$ cat config.mk
export PLATFORM = sky130hd
export DESIGN_NAME = ghash_mult
export DESIGN_NICKNAME = d
export VERILOG_FILES = /design/src/rtl/ghash_mult.sv
export SDC_FILE = /design/constraint.sdc
export NUM_CORES = 2
export LEC_CHECK = 0
export ABC_AREA = 1
export CORE_MARGIN = 2
export CORE_UTILIZATION = 30
export CTS_BUF_LIST = sky130_fd_sc_hd__clkbuf_16
export DETAILED_ROUTE_END_ITERATION = 10
export SLEW_MARGIN = 15
export SYNTH_ARGS = -nofsm -noshare
export SYNTH_HDL_FRONTEND = slang
export SYNTH_SLANG_ARGS = --single-unit
$ cat constraint.sdc
create_clock -name clk -period 78.8 [get_ports clk]
set_input_delay 11.82 -clock clk [delete_from_list [all_inputs] [get_ports clk]]
set_output_delay 11.82 -clock clk [all_outputs]
set_load 0.01 [all_outputs]
$ cat src/rtl/ghash_mult.sv
// ---------------------------------------------------------------------------
// ghash_mult
// Iterative GF(2^128) multiply-accumulate engine for the GHASH update
//     Y <- (Y xor X) * H
// The multiplier is consumed DIGIT_BITS bits per cycle, so one block takes
// N = 128/DIGIT_BITS multiply cycles plus one accept and one DONE cycle.
// All 128-bit values use GCM bit order: bit 127 is the coefficient of x^0.
//
// Ports
//   clk        clock, rising edge
//   rst        asynchronous active-high reset
//   H          hash subkey, sampled only while H_valid is high
//   H_valid    one-cycle strobe marking a new subkey
//   clear      level-sensitive: zero the accumulator / abort a multiply
//   blk_in     data block X
//   blk_valid  blk_in is valid
//   blk_ready  block accepted on a cycle where blk_valid && blk_ready
//   Y_out      accumulator value
//   done       one-cycle pulse, Y_out holds the new result
//   h_loaded   a subkey has been captured since reset
//   busy       engine is multiplying or presenting a result
// ---------------------------------------------------------------------------
module ghash_mult #(
    parameter int DIGIT_BITS = 8   // legal: 1, 2, 4, 8, 16, 32
) (
    input  logic         clk,
    input  logic         rst,
    input  logic [127:0] H,
    input  logic         H_valid,
    input  logic         clear,
    input  logic [127:0] blk_in,
    input  logic         blk_valid,
    output logic         blk_ready,
    output logic [127:0] Y_out,
    output logic         done,
    output logic         h_loaded,
    output logic         busy
);

    localparam int N     = 128 / DIGIT_BITS;
    localparam int CNT_W = (N > 1) ? $clog2(N) : 1;

    // x^128 = x^7 + x^2 + x + 1, expressed in GCM (reflected) bit order.
    localparam logic [127:0] R_POLY = {8'hE1, 120'h0};

    typedef enum logic [1:0] {
        IDLE = 2'd0,
        MUL  = 2'd1,
        DONE = 2'd2
    } state_t;

    state_t             state_q;
    logic [127:0]       y_q;
    logic [127:0]       h_reg_q;
    logic [127:0]       h_pend_q;
    logic               h_pend_v_q;
    logic               h_loaded_q;
    logic [127:0]       v_q;
    logic [127:0]       z_q;
    logic [127:0]       x_q;
    logic [CNT_W-1:0]   cnt_q;
    logic               done_q;

    logic [127:0]       z_d;
    logic [127:0]       v_d;
    logic [127:0]       x_d;
    logic               accept;
    logic               last_digit;
    logic [127:0]       h_eff;

    assign blk_ready  = (state_q == IDLE) && h_loaded_q && !clear;
    assign accept     = blk_valid && blk_ready;
    // A subkey arriving in the accept cycle is used immediately.
    assign h_eff      = H_valid ? H : h_reg_q;
    assign last_digit = (cnt_q == CNT_W'(N - 1));

    // One digit of the shift-and-add multiply: walk the top DIGIT_BITS bits
    // of X (x^0 first), accumulating V into Z and stepping V by one power
    // of x with reduction after every bit.
    always_comb begin
        z_d = z_q;
        v_d = v_q;
        for (int i = 0; i < DIGIT_BITS; i++) begin
            // NOTE: blocking assignments chain the bit steps inside one
            // cycle; each iteration sees the previous iteration's z_d/v_d.
            if (x_q[127 - i]) begin
                z_d = z_d ^ v_d;
            end
            v_d = {1'b0, v_d[127:1]} ^ (v_d[0] ? R_POLY : 128'h0);
        end
        x_d = x_q << DIGIT_BITS;
    end

    // NOTE: all state below uses non-blocking assignments so every register
    // samples pre-edge values regardless of statement order.
    always_ff @(posedge clk or posedge rst) begin
        if (rst) begin
            state_q    <= IDLE;
            y_q        <= '0;
            h_reg_q    <= '0;
            h_pend_q   <= '0;
            h_pend_v_q <= 1'b0;
            h_loaded_q <= 1'b0;
            v_q        <= '0;
            z_q        <= '0;
            x_q        <= '0;
            cnt_q      <= '0;
            done_q     <= 1'b0;
        end else begin
            done_q <= 1'b0;
            case (state_q)
                IDLE: begin
                    if (H_valid) begin
                        h_reg_q    <= H;
                        h_loaded_q <= 1'b1;
                    end
                    if (clear) begin
                        y_q <= '0;
                    end else if (accept) begin
                        x_q     <= y_q ^ blk_in;
                        v_q     <= h_eff;
                        z_q     <= '0;
                        cnt_q   <= '0;
                        state_q <= MUL;
                    end
                end

                MUL: begin
                    if (clear) begin
                        // Abort: drop the partial product and return to IDLE,
                        // committing any subkey that arrived meanwhile.
                        y_q     <= '0;
                        state_q <= IDLE;
                        if (H_valid) begin
                            h_reg_q    <= H;
                            h_pend_v_q <= 1'b0;
                        end else if (h_pend_v_q) begin
                            h_reg_q    <= h_pend_q;
                            h_pend_v_q <= 1'b0;
                        end
                    end else begin
                        // New subkeys are parked; the running V is untouched.
                        if (H_valid) begin
                            h_pend_q   <= H;
                            h_pend_v_q <= 1'b1;
                        end
                        z_q   <= z_d;
                        v_q   <= v_d;
                        x_q   <= x_d;
                        cnt_q <= cnt_q + 1'b1;
                        if (last_digit) begin
                            y_q     <= z_d;
                            done_q  <= 1'b1;
                            state_q <= DONE;
                        end
                    end
                end

                DONE: begin
                    if (clear) begin
                        y_q <= '0;
                    end
                    state_q <= IDLE;
                    // A subkey strobed in this very cycle is newer than any
                    // parked one, so it wins.
                    if (H_valid) begin
                        h_reg_q    <= H;
                        h_pend_v_q <= 1'b0;
                    end else if (h_pend_v_q) begin
                        h_reg_q    <= h_pend_q;
                        h_pend_v_q <= 1'b0;
                    end
                end

                default: begin
                    state_q <= IDLE;
                end
            endcase
        end
    end

    assign Y_out    = y_q;
    assign done     = done_q;
    assign h_loaded = h_loaded_q;
    assign busy     = (state_q != IDLE);

endmodule

==> results.yml <==
global_routing:
  gr-total-overflow: 0
  grt_antenna_before_repair: 63
  grt_pass1_vias: 45400
  grt_first_pass_wirelength_um: 277000
  grt_usage_pct: 19.6
  grt_max_degree: 183
placed_design:
  place.port_buffers: 392
  finalWeightedCongestion: 0.879
  post-dp-hpwl_um: 125000
die:
  io_pins: 393
  start_util_pct: 30.2
  core-area_um2: 176000
  fp.dieW_um: 425
  fp.dieH_um: 425
  row_count: 154
  die-area_um2: 180000
sta:
  finalCritPeriodShare_pct: 31.7
  fin_crit_ns: 24.94
  finalHoldViolations: 0
  fmax_mhz: 40.1
  rsz0062_at_grt: "no"
  tightest_slew_ns: 1.18
  maxSlewHeadroom_pct: 21.4
  setup_tns_ns: 0
  fin_worst_skew_ns: 0.0406
  setup_viol: 0
  drv_slew: 0
synthesis:
  synthesis.area_um2: 53100
  ys.flop_type: "dfrtp_1"
  synthCells: 7550
  seq_area_frac_synth_pct: 36.6
  synth-edff-count: 0
  synth_mux_area_share_pct: 2.74
  synth_cell_types: 41
  synth-async-reset-ratio_pct: 100
  synth_area_per_cell_um2: 7.03
  ys_ff_latch: 777
  synth_xor_area_share_pct: 13.8
  yosysWarnings: 0
  synth_top_family_by_area: "simple AND/OR/NAND/NOR gates"
  synth-compound-area-share_pct: 10.9
  yosys.area.top_type: "dfrtp_1"
  synth-simple-area-share_pct: 26.6
  synth_top_area_share_pct: 36.6
  synth_nets: 7817
  ys_top_cells_by_area: "dfrtp_1, nand2_1, xor2_1"
  synthAdderAreaFrac_pct: 0.141
layout:
  area_growth_syn_to_layout_pct: 15.4
  drive_gt1_share_pct: 5.01
  nets: 7841
  final_util_pct: 34.8
  layout_commonest_cell: "nand2_1"
  mostFrequentLayoutCells: "nand2_1, dfrtp_1, inv_1, o21ai_0, xor2_1"
flow_run:
  cap_violations: 0
drt:
  antenna_left: 0
  drt-initial-drc-count: 3668
  wl_um: 181000
  via_per_inst: 4.85
  drc: 0
  wl_per_cell_um: 18.1
  dr.pass1.iters: 6
  vias: 48500
worst_setup_path:
  crit_fanout: 3
  cp-start-kind: "input port"
  cp.required_ns: 66.98
  endpoint_kind: "output port"
  critPathArrivalTime_ns: 13.12
  path_class: "in -> out"
pwr:
  p_leak_nw: 28.2
  irDropWorstVdd_mv: 0.0371
  p_per_area_nw_per_um2: 44.5
  power_mw: 2.72
clock_tree:
  clock_latency_ns: 0.73
  numCtsBuffers: 94
  post_cts.repair.setup_buffers: 0
  clkTransAtPathRegs_ns: 0.06
  cts_resized: 0
  cts_hold_buffers: 0
  clock_sinks: 777
  tritoncts: "built"
  clockRootBuffer: "clkbuf_16"
  htreeDepth: 3
  clk_path_buf_depth: 3
run_status:
  status: "finished, final reports clean"
min_path:
  min_path_type: "reg -> reg"
## critical path, cell delays in order
cell and delay, ns:
clkdlybuf4s50_1 0.49, nor3_2 0.25, clkdlybuf4s50_1 0.56
## final cells by class
class,instances,area [um2]
diodes,1,2.50
clock buffers,95,2380
clock inverters,78,746
fillers,18400,115000
inverters,678,2570
multi-input cells,5580,28800
flip-flops and latches,777,19500
well taps,2340,2930
repair buffers,443,4320
## registers in the layout, summed over array words and instances, names as in the netlist, 2 cells and up
name / flops
state_q: 2
v_q: 128
Y_out: 128
h_reg_q: 128
z_q: 128
x_q: 128
h_pend_q: 128
cnt_q: 4
## cell usage after synthesis (all sizes together) (2+ instances only)
cell type,count
clkbuf,282
mux2,128
a21oi,142
clkinv,2
or2,81
nand2,3024
inv,676
nor2,157
a22oi,2
o21bai,20
nand3,296
ha,6
a41oi,62
o22ai,13
nand3b,10
o311ai,65
dfrtp,777
xor2,504
buf,233
nor3,7
a31oi,16
xnor2,325
o21ai,715
## layer usage
layer  up-vias  wire length, um  track usage (%)
li1      23600                -                -
met1     23100            80800             26.7
met2      1370            78500             29.9
met3       364            14200             4.85
met4       122             7020             7.47
met5         -              720                0
## path summary, 6_finish.rpt
path / to / slack, ns / start / cells past startpoint
max: blk_ready / 53.86 / clear / 3
min: h_pend_v_q / 0.50 / h_pend_v_q / 2
max reg2reg: h_reg_q[78] / 74.44 / state_q[0] / 10
min reg2reg: h_pend_v_q / 0.50 / h_pend_v_q / 2
max in group asynchronous: x_q[127] / 63.92 / rst / 5
min in group asynchronous: h_pend_q[89] / 11.63 / rst / 2
## stage by stage
| stage | setup slack (ns) | hold slack, ns | cells | instance area (um2) |
|---|---|---|---|---|
| after CTS | 53.84 | 0.503 | 9991 | 61200 |
| after detailed placement | 53.84 | 0.485 | 9818 | 58100 |
| after global routing | 53.81 | 0.513 | 9991 | 61200 |
| final | 53.86 | 0.502 | 9992 | 61200 |
| after floorplan | 45.17 | 0.454 | 7550 | 53100 |
| after global placement | 53.84 | 0.481 | 9818 | 58100 |
## power by group
part           switching [mW]  internal [mW]  total [mW]
Sequential              0.226          0.554       0.780
Combinational           0.962          0.534        1.50
Clock                   0.191          0.257       0.448
## logic make-up (layout without fill, tap and decap cells)
family,after synthesis,in the layout
AO/OA/AOI/OAI,1038,1038
XOR/XNOR,829,829
adder cells (fa/ha/maj),6,6
buffers and inverters,1193,1294
flip-flops,777,777
multiplexers,129,129
other,0,1
AND/OR/NAND/NOR,3578,3578
(Power assumes the default switching activity.)
